**config.mk**
```make
export PLATFORM = sky130hd
export DESIGN_NAME = wfifo_ingress
export DESIGN_NICKNAME = d
export VERILOG_FILES = /design/src/rtl/fifo_pkg.sv /design/src/rtl/wfifo_ingress.sv
export SDC_FILE = /design/constraint.sdc
export NUM_CORES = 1
export LEC_CHECK = 0
export CORE_ASPECT_RATIO = 0.7
export CORE_MARGIN = 2
export CORE_UTILIZATION = 46
export DETAILED_ROUTE_END_ITERATION = 6
export HOLD_SLACK_MARGIN = 0.1
export PLACE_DENSITY = 0.85
export SETUP_SLACK_MARGIN = 0.15
export SYNTH_ARGS = -nofsm -noshare
export SYNTH_HDL_FRONTEND = slang
export SYNTH_SLANG_ARGS = --single-unit
```
**constraint.sdc**
```tcl
create_clock -name wclk -period 3.4 [get_ports wclk]
set_input_delay 1.02 -clock wclk [delete_from_list [all_inputs] [get_ports wclk]]
set_output_delay 1.02 -clock wclk [all_outputs]
set_load 0.005 [all_outputs]
```
**src/rtl/fifo_pkg.sv**
```systemverilog
`default_nettype none
// ============================================================================
//  Module      : fifo_pkg
//  Description : Shared types for the async FIFO ingress/egress stages.
//                Holds the skid-buffer occupancy state encoding.
//  Revision    : 1.0 - initial release
// ============================================================================
package fifo_pkg;

   // Skid-buffer occupancy: no word, head only, head plus skid.
   typedef enum logic [1:0] {
      EMPTY = 2'd0,
      ONE   = 2'd1,
      TWO   = 2'd2
   } ingress_state_e;

endpackage : fifo_pkg
`default_nettype wire

```
**src/rtl/wfifo_ingress.sv**
```systemverilog
`default_nettype none
// ============================================================================
//  Module      : wfifo_ingress
//  Description : Write-side ingress stage of the async FIFO. A 2-entry skid
//                buffer absorbs the one-cycle lag of the registered full flag,
//                drives the write request/data into the FIFO and counts the
//                words committed since reset.
//  Revision    : 1.0 - initial release
// ============================================================================
module wfifo_ingress
   import fifo_pkg::*;
#(
   parameter int DATASIZE = 8,
   parameter int CNTSIZE  = 16
) (
   input  logic                wclk,
   input  logic                wrst,
   input  logic                s_valid,
   output logic                s_ready,
   input  logic [DATASIZE-1:0] s_data,
   input  logic                wfull,
   output logic                winc,
   output logic [DATASIZE-1:0] wdata,
   output logic [CNTSIZE-1:0]  wcount
);

   ingress_state_e      state_q, state_d;
   logic [DATASIZE-1:0] head_q,  head_d;
   logic [DATASIZE-1:0] skid_q,  skid_d;
   logic [CNTSIZE-1:0]  cnt_q,   cnt_d;

   logic accept;
   logic commit;

   // Ready is decoded from the state flop alone, so wfull/s_valid never
   // reach s_ready combinationally.
   assign s_ready = ~wrst & (state_q != TWO);
   assign accept  = s_valid & s_ready;
   // Same ~wfull gating as the pointer logic: every winc is a real write.
   assign commit  = (state_q != EMPTY) & ~wfull;

   assign winc   = commit;
   assign wdata  = head_q;
   assign wcount = cnt_q;

   // Next-state and skid-buffer data steering.
   always_comb begin
      state_d = state_q;
      head_d  = head_q;
      skid_d  = skid_q;
      case (state_q)
         EMPTY: begin
            if (accept) begin
               state_d = ONE;
               head_d  = s_data;
            end
         end
         ONE: begin
            if (accept && commit) begin
               head_d = s_data;
            end else if (accept) begin
               state_d = TWO;
               skid_d  = s_data;
            end else if (commit) begin
               state_d = EMPTY;
            end
         end
         TWO: begin
            if (commit) begin
               state_d = ONE;
               head_d  = skid_q;
            end
         end
         default: begin
            state_d = EMPTY;
         end
      endcase
   end

   // State, head and skid registers; reset drops any buffered words.
   always_ff @(posedge wclk) begin
      if (wrst) begin
         state_q <= EMPTY;
         head_q  <= '0;
         skid_q  <= '0;
      end else begin
         state_q <= state_d;
         head_q  <= head_d;
         skid_q  <= skid_d;
      end
   end

   // Committed-word count next value, wrapping naturally at 2^CNTSIZE.
   always_comb begin
      cnt_d = cnt_q;
      if (commit) begin
         cnt_d = cnt_q + CNTSIZE'(1);
      end
   end

   // Committed-word counter register.
   always_ff @(posedge wclk) begin
      if (wrst) begin
         cnt_q <= '0;
      end else begin
         cnt_q <= cnt_d;
      end
   end

endmodule : wfifo_ingress
`default_nettype wire

```
# Word-level counts from Yosys, hierarchy flattened
# Cells that the tools add are included.
# word_totals
memories,0
elab_cells,36
mem_bits_rw,0
romBits,0
input_bits,12
output_inout_bits,26
latchBits,0
reg_bits,34
# classes
n_eq_ne,8
div,0
bitwise,6
n_mul,0
order_cmp,0
shift,0
n_mux,10
reduce_logical,7
add_sub_neg,1
# ops
op,count
two-way mux 8 bit,3
case mux 8 bit (3 select lines),1
adder 16 x 1 -> 16 bit (second input constant),1
two-way mux 2 bit,5
inequality test 2 bit (second input constant),5
AND reduction 4 bit,2
case mux 2 bit (3 select lines),1
AND 1 bit,3
inequality test 3 bit (second input constant),1
NOT 1 bit,3
AND reduction 3 bit,1
nonzero test 3 bit,1
equality test 2 x 1 -> 1 bit (second input constant),1
equality test 2 bit (second input constant),1
zero test 2 bit,1
nonzero test 2 bit,1
logical AND 1 bit,1

# Depth between registers and ports, before layout
# Gate-level depths: netlist (run 1).
# depth
depth_word,6
mapped_depth,6
ltp_nobuf,5

# Worst setup path before layout (run 1)
# OpenSTA, ideal clock, no wires.
# synth_path
kind,input to output
start,input wrst
end,output s_ready
t_required_ns,2.380
path_slack_ns,0.725
arrival_time_ns,1.655
cell_stages,3
path_buffers,2
path_cell_list,clkbuf_1 -> buf_1 -> nor2_1
# synth_via
elab_chain_cells,2
# synth_rtl
element,line_no,source
"start, declared",wfifo_ingress.sv:17,"input logic wrst,"
NOT 1 bit,wfifo_ingress.sv:37,assign s_ready = ~wrst & (state_q != TWO);
AND 1 bit,wfifo_ingress.sv:37,
"end, declared",wfifo_ingress.sv:19,"output logic s_ready,"
# Every way passes these cells.

# Final worst setup path (run 1)
# Ends and elaborated chain as after synthesis.

==> reports/qor.yml, run 1 <==
run_status:
  status: "finished clean"
clocking:
  cts.reportedPaths.clkPinSlew_ns: 0.06
  cts_hold_buffers: 0
  post_cts_buffers: 0
  htreeDepth: 2
  clock_sinks: 34
  cts-buffers-inserted: 5
  cts_tree: "built"
  clock_latency_ns: 0.28
  ctsLongestPathBuffers: 2
  cts-root-buf: "clkbuf_8"
setup_path:
  cpPeakStageDelay_ns: 0.51
  r2r_end: "wcount[12]"
  critPathKind: "in2out"
  crit_path_frequent_cell: "clkdlybuf4s50_1"
  arrival_ns: 2.09
  r2r_slack_ns: 1.43
  reg2reg_depth: 5
  cp.depth: 3
  worstReg2RegStart: "state_q[1]"
  cp-startpoint: "wrst"
  crit_chain: "clkdlybuf4s50_1 -> nor2_1 -> clkdlybuf4s50_1"
  critPathCaptureType: "output pin"
  cp.required_ns: 2.38
  critPathLaunchType: "input port"
  worst-path-buf-inv: 2
  critical_path.top_delay_family: "buffers and inverters"
  crit_slowest_cell: "clkdlybuf4s50_1"
  cp_max_fo: 2
logic_synthesis:
  ys_seq_area_share_pct: 45.3
  yosys_most_used_dff: "dfxtp_1"
  synthTopCellsByArea: "dfxtp_1, nor2_1, nand2_1"
  synth_fp_nets: 188
  synthCells: 175
  ys_ff_latch: 34
  yosysTopAreaCell: "dfxtp_1"
  yosysMostFrequentCell: "dfxtp_1"
  yosys-top-cells-count: "dfxtp_1, nor2_1, nand2_1, a311oi_1, mux2i_1"
  yosysUniqueCellTypes: 33
  synth_top_cell_area_share_pct: 45.3
  synth-edff-count: 0
  syn_avg_cell_area_um2: 8.58
  ys_warn_count: 0
  synth_async_sr_flop_share_pct: 0
  synth_area_um2: 1500
sta:
  setup_viol_count_final: 0
  period_share_pct: 91.5
  setup_tns_ns: 0
  maxSlewHeadroom_pct: 74.3
  post-route-min-period_ns: 3.11
  tightest_slew_ns: 0.385
  max_freq_mhz: 321
  rsz0062_at_grt: "no"
  hold_viol_final: 0
  slew_violations: 0
  fin_worst_skew_ns: 0.00336
grt:
  grt_max_degree: 40
  grt_usage_pct: 18.1
  grt_pass1_wl_mm: 5.08
  busiest_layer: "met2"
  grt.overflow.total: 0
  antenna_found_initial: 0
  grt_use_met2_pct: 26.6
  use_met1_pct: 24.0
  first_global_vias: 1131
  grtUsageMet3_pct: 5.23
pwr:
  power.density_nw_per_um2: 414
  switchingPower_w: 0.000185
  pwr-share-clk_pct: 40.8
  ir_drop_mv: 0.222
  comb_power_share_pct: 9.9
  power_w: 0.000847
  p_seq_share_pct: 49.3
  p_int_w: 0.000662
  p_leak_nw: 0.744
  switching_share_pct: 21.8
drt:
  drc: 0
  route.antenna.remaining_nets: 0
  dr.pass1.iters: 4
  drtIter0Drc: 35
  vias_per_cell: 5.13
  totalWireLength_mm: 3.13
  post_drt_wl_per_cell_um: 12.2
  vias: 1312
min_path:
  hold-path-endpoint: "wdata[3]"
  hold_depth: 2
  hold_path_class: "reg2reg"
  hold_start: "skid_q[3]"
flow_run:
  cap_violations: 0
die:
  die_w_um: 72.3
  start_util_pct: 48.0
  design.die.area_um2: 3740
  io_pins: 38
  num_rows: 17
  core-area_um2: 3130
  fp.dieH_um: 51.8
finish:
  fin_util_pct: 65.5
  drive_gt1_share_pct: 11.0
  synthToLayoutAreaGrowth_pct: 36.3
  antennaDiodeCount: 0
  final_cells: 256
  nets: 230
place:
  dp_cells: 248
  gp_congestion: 0.719
  post-dp-hpwl_mm: 2.28
  io_buffers: 37
[timing repair]
| action | in CTS | in global routing |
|---|---|---|
| setup endpoints to repair | 0 | 1 |
| endpoints found under the hold margin | 0 | 0 |
| gates resized for setup | 0 | 1 |
[power by group through the flow]
| stage | Combinational [W] | Clock [W] | Sequential (W) |
|---|---|---|---|
| after floorplan | 0.0000382 | 0 | 0.000426 |
| after global placement | 0.0000822 | 0 | 0.000426 |
| after detailed placement | 0.0000842 | 0 | 0.000427 |
| after CTS | 0.0000844 | 0.000355 | 0.000418 |
| after global routing | 0.0000910 | 0.000372 | 0.000419 |
| final | 0.0000839 | 0.000345 | 0.000418 |
[through the flow]
stage | hold WS [ns] | instance area (um2) | setup WS [ns]
after global routing | 0.499 | 2050 | 0.239
after global placement | 0.463 | 1930 | 0.158
final | 0.478 | 2050 | 0.288
after CTS | 0.479 | 2040 | 0.154
after detailed placement | 0.468 | 1930 | 0.153
after floorplan | 0.454 | 1500 | 0.725
[cell families after synthesis]
kind of cell / count (synthesis) / share of synthesized area [%]
simple gates: 84 / 25.8
flops: 34 / 45.3
compound gates: 24 / 11.9
buf+inv: 13 / 3.75
mux: 12 / 8.33
xor+xnor: 7 / 4.08
fa+ha+maj: 1 / 0.833
[layer usage]
layer	vias to the layer above	routed length, um
li1	687	-
met1	591	1590
met2	27	1320
met3	7	142
met4	0	72
met5	-	0
[cell type report]
type                            count  area (um2)
Multi-Input combinational cell    128         764
Tap cell                           38        47.5
Fill cell                         271        1080
Timing Repair Buffer               45         433
Clock buffer                        8         110
Inverter                            3        11.3
Sequential cell                    34         681
[sequential cells by signal, indices dropped and copies added (netlist names)]
| name | count |
|---|---|
| wcount | 16 |
| skid_q | 8 |
| wdata | 8 |
| state_q | 2 |
[tightest hold or removal path: cells and delay by family, from the launching register on]
family | cells | cell delay [ns]
flip-flops | 1 | 0.31
AO/OA/AOI/OAI | 1 | 0.07
AND/OR/NAND/NOR | 1 | 0.05
[how the worst max path moves through the flow]
stage,slack [ns],to
6_report,0.29,s_ready
5_1_grt,0.24,s_ready
4_1_cts,0.15,winc
3_5_place_dp,0.15,winc
3_3_place_gp,0.16,winc
2_1_floorplan,0.72,s_ready
[cells in the final DEF, fill, tap and decap left out, drive strengths merged, types with 4 or more instances in the layout]
cell type,n
nand3,5
nor3,4
a311oi,8
clkdlybuf4s50,36
buf,8
mux2,4
clkbuf,8
o21ai,5
xnor2,4
dfxtp,34
a21oi,7
nor2,29
or3,4
nand4,4
nand2,25
mux2i,8
No activity file was read; power rests on OpenSTA's default activity.
==> run 2: changes to the inputs <==
--- a/config.mk
+++ b/config.mk
@@ -7,10 +7,11 @@
 export LEC_CHECK = 0
 export CORE_ASPECT_RATIO = 0.7
 export CORE_MARGIN = 2
-export CORE_UTILIZATION = 46
+export CORE_UTILIZATION = 50
 export DETAILED_ROUTE_END_ITERATION = 6
 export HOLD_SLACK_MARGIN = 0.1
-export PLACE_DENSITY = 0.85
+export PLACE_DENSITY = 0.9
+export RECOVER_POWER = 50
 export SETUP_SLACK_MARGIN = 0.15
 export SYNTH_ARGS = -nofsm -noshare
 export SYNTH_HDL_FRONTEND = slang
==> reports/qor.yml, run 2 (synthesis results as in run 1) <==
run_status:
  status: "finished clean"
grt:
  grt_max_degree: 40
  grt.overflow.total: 0
  grt_usage_pct: 20.9
  first_global_vias: 1229
  grt_pass1_wl_mm: 5.51
  antenna_found_initial: 0
drt:
  top_layer: "met4"
  route.antenna.remaining_nets: 0
  drc: 0
  totalWireLength_mm: 3.32
  wl_met3_um: 199
  post_drt_wl_per_cell_um: 13.1
  met2WireLength_mm: 1.47
  vias_per_cell: 5.31
  wl_met1_mm: 1.54
  dr.pass1.iters: 4
  vias: 1343
  drtIter0Drc: 84
pwr:
  p_leak_nw: 0.784
  ir_drop_mv: 0.309
  power.density_nw_per_um2: 428
  power_w: 0.000863
sta:
  setup_viol_count_final: 0
  maxSlewHeadroom_pct: 74.6
  fin_worst_skew_ns: 0.00894
  slew_violations: 0
  fin_ws_ns: 0.177
  period_share_pct: 94.8
  rsz0062_at_grt: "no"
  setup_tns_ns: 0
  tightest_slew_ns: 0.381
  post-route-min-period_ns: 3.22
  max_freq_mhz: 310
  hold_viol_final: 0
die:
  design.die.area_um2: 3460
  start_util_pct: 53.2
  num_rows: 16
  die_w_um: 69.5
  core-area_um2: 2820
  fp.dieH_um: 49.8
  io_pins: 38
setup_path:
  crit_chain: "clkdlybuf4s50_1 -> o21bai_1 -> clkinv_1 -> clkdlybuf4s50_1"
  critPathCaptureType: "output pin"
  cp.required_ns: 2.38
  cpPeakStageDelay_ns: 0.47
  worstReg2RegStart: "state_q[1]"
  arrival_ns: 2.20
  cp-startpoint: "wfull"
  r2r_slack_ns: 1.36
  r2r_end: "wcount[10]"
  cp_max_fo: 2
  crit_slowest_cell: "clkdlybuf4s50_1"
  critPathKind: "in2out"
  reg2reg_depth: 5
  critPathLaunchType: "input port"
  crit_path_frequent_cell: "clkdlybuf4s50_1"
finish:
  final_common_cell: "dfxtp_1"
  largest_reg_flops: 16
  drive_gt1_share_pct: 9.22
  multiInputGateArea_um2: 753
  fin_util_pct: 71.4
  fillerInstances: 231
  final-seq-area_um2: 681
  final_cell_mix: "dfxtp_1, nor2_1, nand2_1"
  synthToLayoutAreaGrowth_pct: 34.2
  final_cells: 253
  nets: 229
  antennaDiodeCount: 0
flow_run:
  cap_violations: 0
clocking:
  htreeDepth: 2
  ctsLongestPathBuffers: 2
  cts-buffers-inserted: 5
  post_cts_buffers: 0
  clock_sinks: 34
  clock_latency_ns: 0.29
  cts_tree: "built"
  cts-root-buf: "clkbuf_8"
  cts.reportedPaths.clkPinSlew_ns: 0.08
min_path:
  hold-path-endpoint: "wdata[3]"
  hold_depth: 2
  hold_start: "skid_q[3]"
  hold_path_class: "reg2reg"
place:
  dp_cells: 245
  gp_congestion: 0.751
  post-dp-hpwl_mm: 2.15
  io_buffers: 37
  pre_cts_slack_ns: 0.166
## run 2: cell types whose count changed in the layout (fill, tap and decap cells not counted)
cell	delta
bufinv_16	+1
clkbuf_1	+2
dlygate4sd3_1	+21
clkdlybuf4s50_1	-20
o21bai_4	-1
clkinv_1	+1
clkinv_2	+2
dlymetal6s2s_1	-1
clkbuf_8	-3
buf_4	-3
o21bai_1	+1
inv_1	-1
## run 2: layer usage
layer  GRT usage [%]  up-vias
li1                -      684
met1            25.7      614
met2            30.9       36
met3            8.79        9
met4            11.8        0
met5               0        -
## run 2: layout make-up
| class | instances | share of cell area (%) |
|---|---|---|
| tap | 36 | 2.24 |
| inverter | 3 | 0.559 |
| clock buffer | 5 | 3.42 |
| timing repair buffer | 44 | 20.6 |
| sequential | 34 | 33.8 |
| multi-input combinational | 128 | 37.4 |
| clock inverter | 3 | 1.99 |
## run 2: metrics by stage
stage                     instance area (um2)  hold slack [ns]
after detailed placement                 1920            0.468
after global routing                     2010            0.496
after CTS                                2030            0.487
final                                    2010            0.487
after floorplan                          1500            0.454
after global placement                   1920            0.464
## run 2: where the power goes
part	switching [W]	internal [W]
combinational	0.0000358	0.0000430
clock	0.000151	0.000216
sequential	0.00000768	0.000409
total	0.000195	0.000668
## run 2: worst max-delay path by stage
stage | to | slack [ns] | cells after the start
after floorplan | s_ready | 0.72 | 3
after global placement | winc | 0.17 | 4
after detailed placement | winc | 0.17 | 4
after CTS | winc | 0.16 | 4
after global routing | winc | 0.09 | 4
final | winc | 0.18 | 4
## run 2: timing repair
| action | CTS | global route |
|---|---|---|
| endpoints found under the setup margin | 0 | 1 |
| hold buffers | 0 | 0 |
| gates resized for setup | 0 | 1 |
## run 2: worst max-delay path, delay by kind of cell
| family | cells | cell delay, ns |
|---|---|---|
| buffers and inverters | 3 | 1.04 |
| AO/OA/AOI/OAI | 1 | 0.13 |
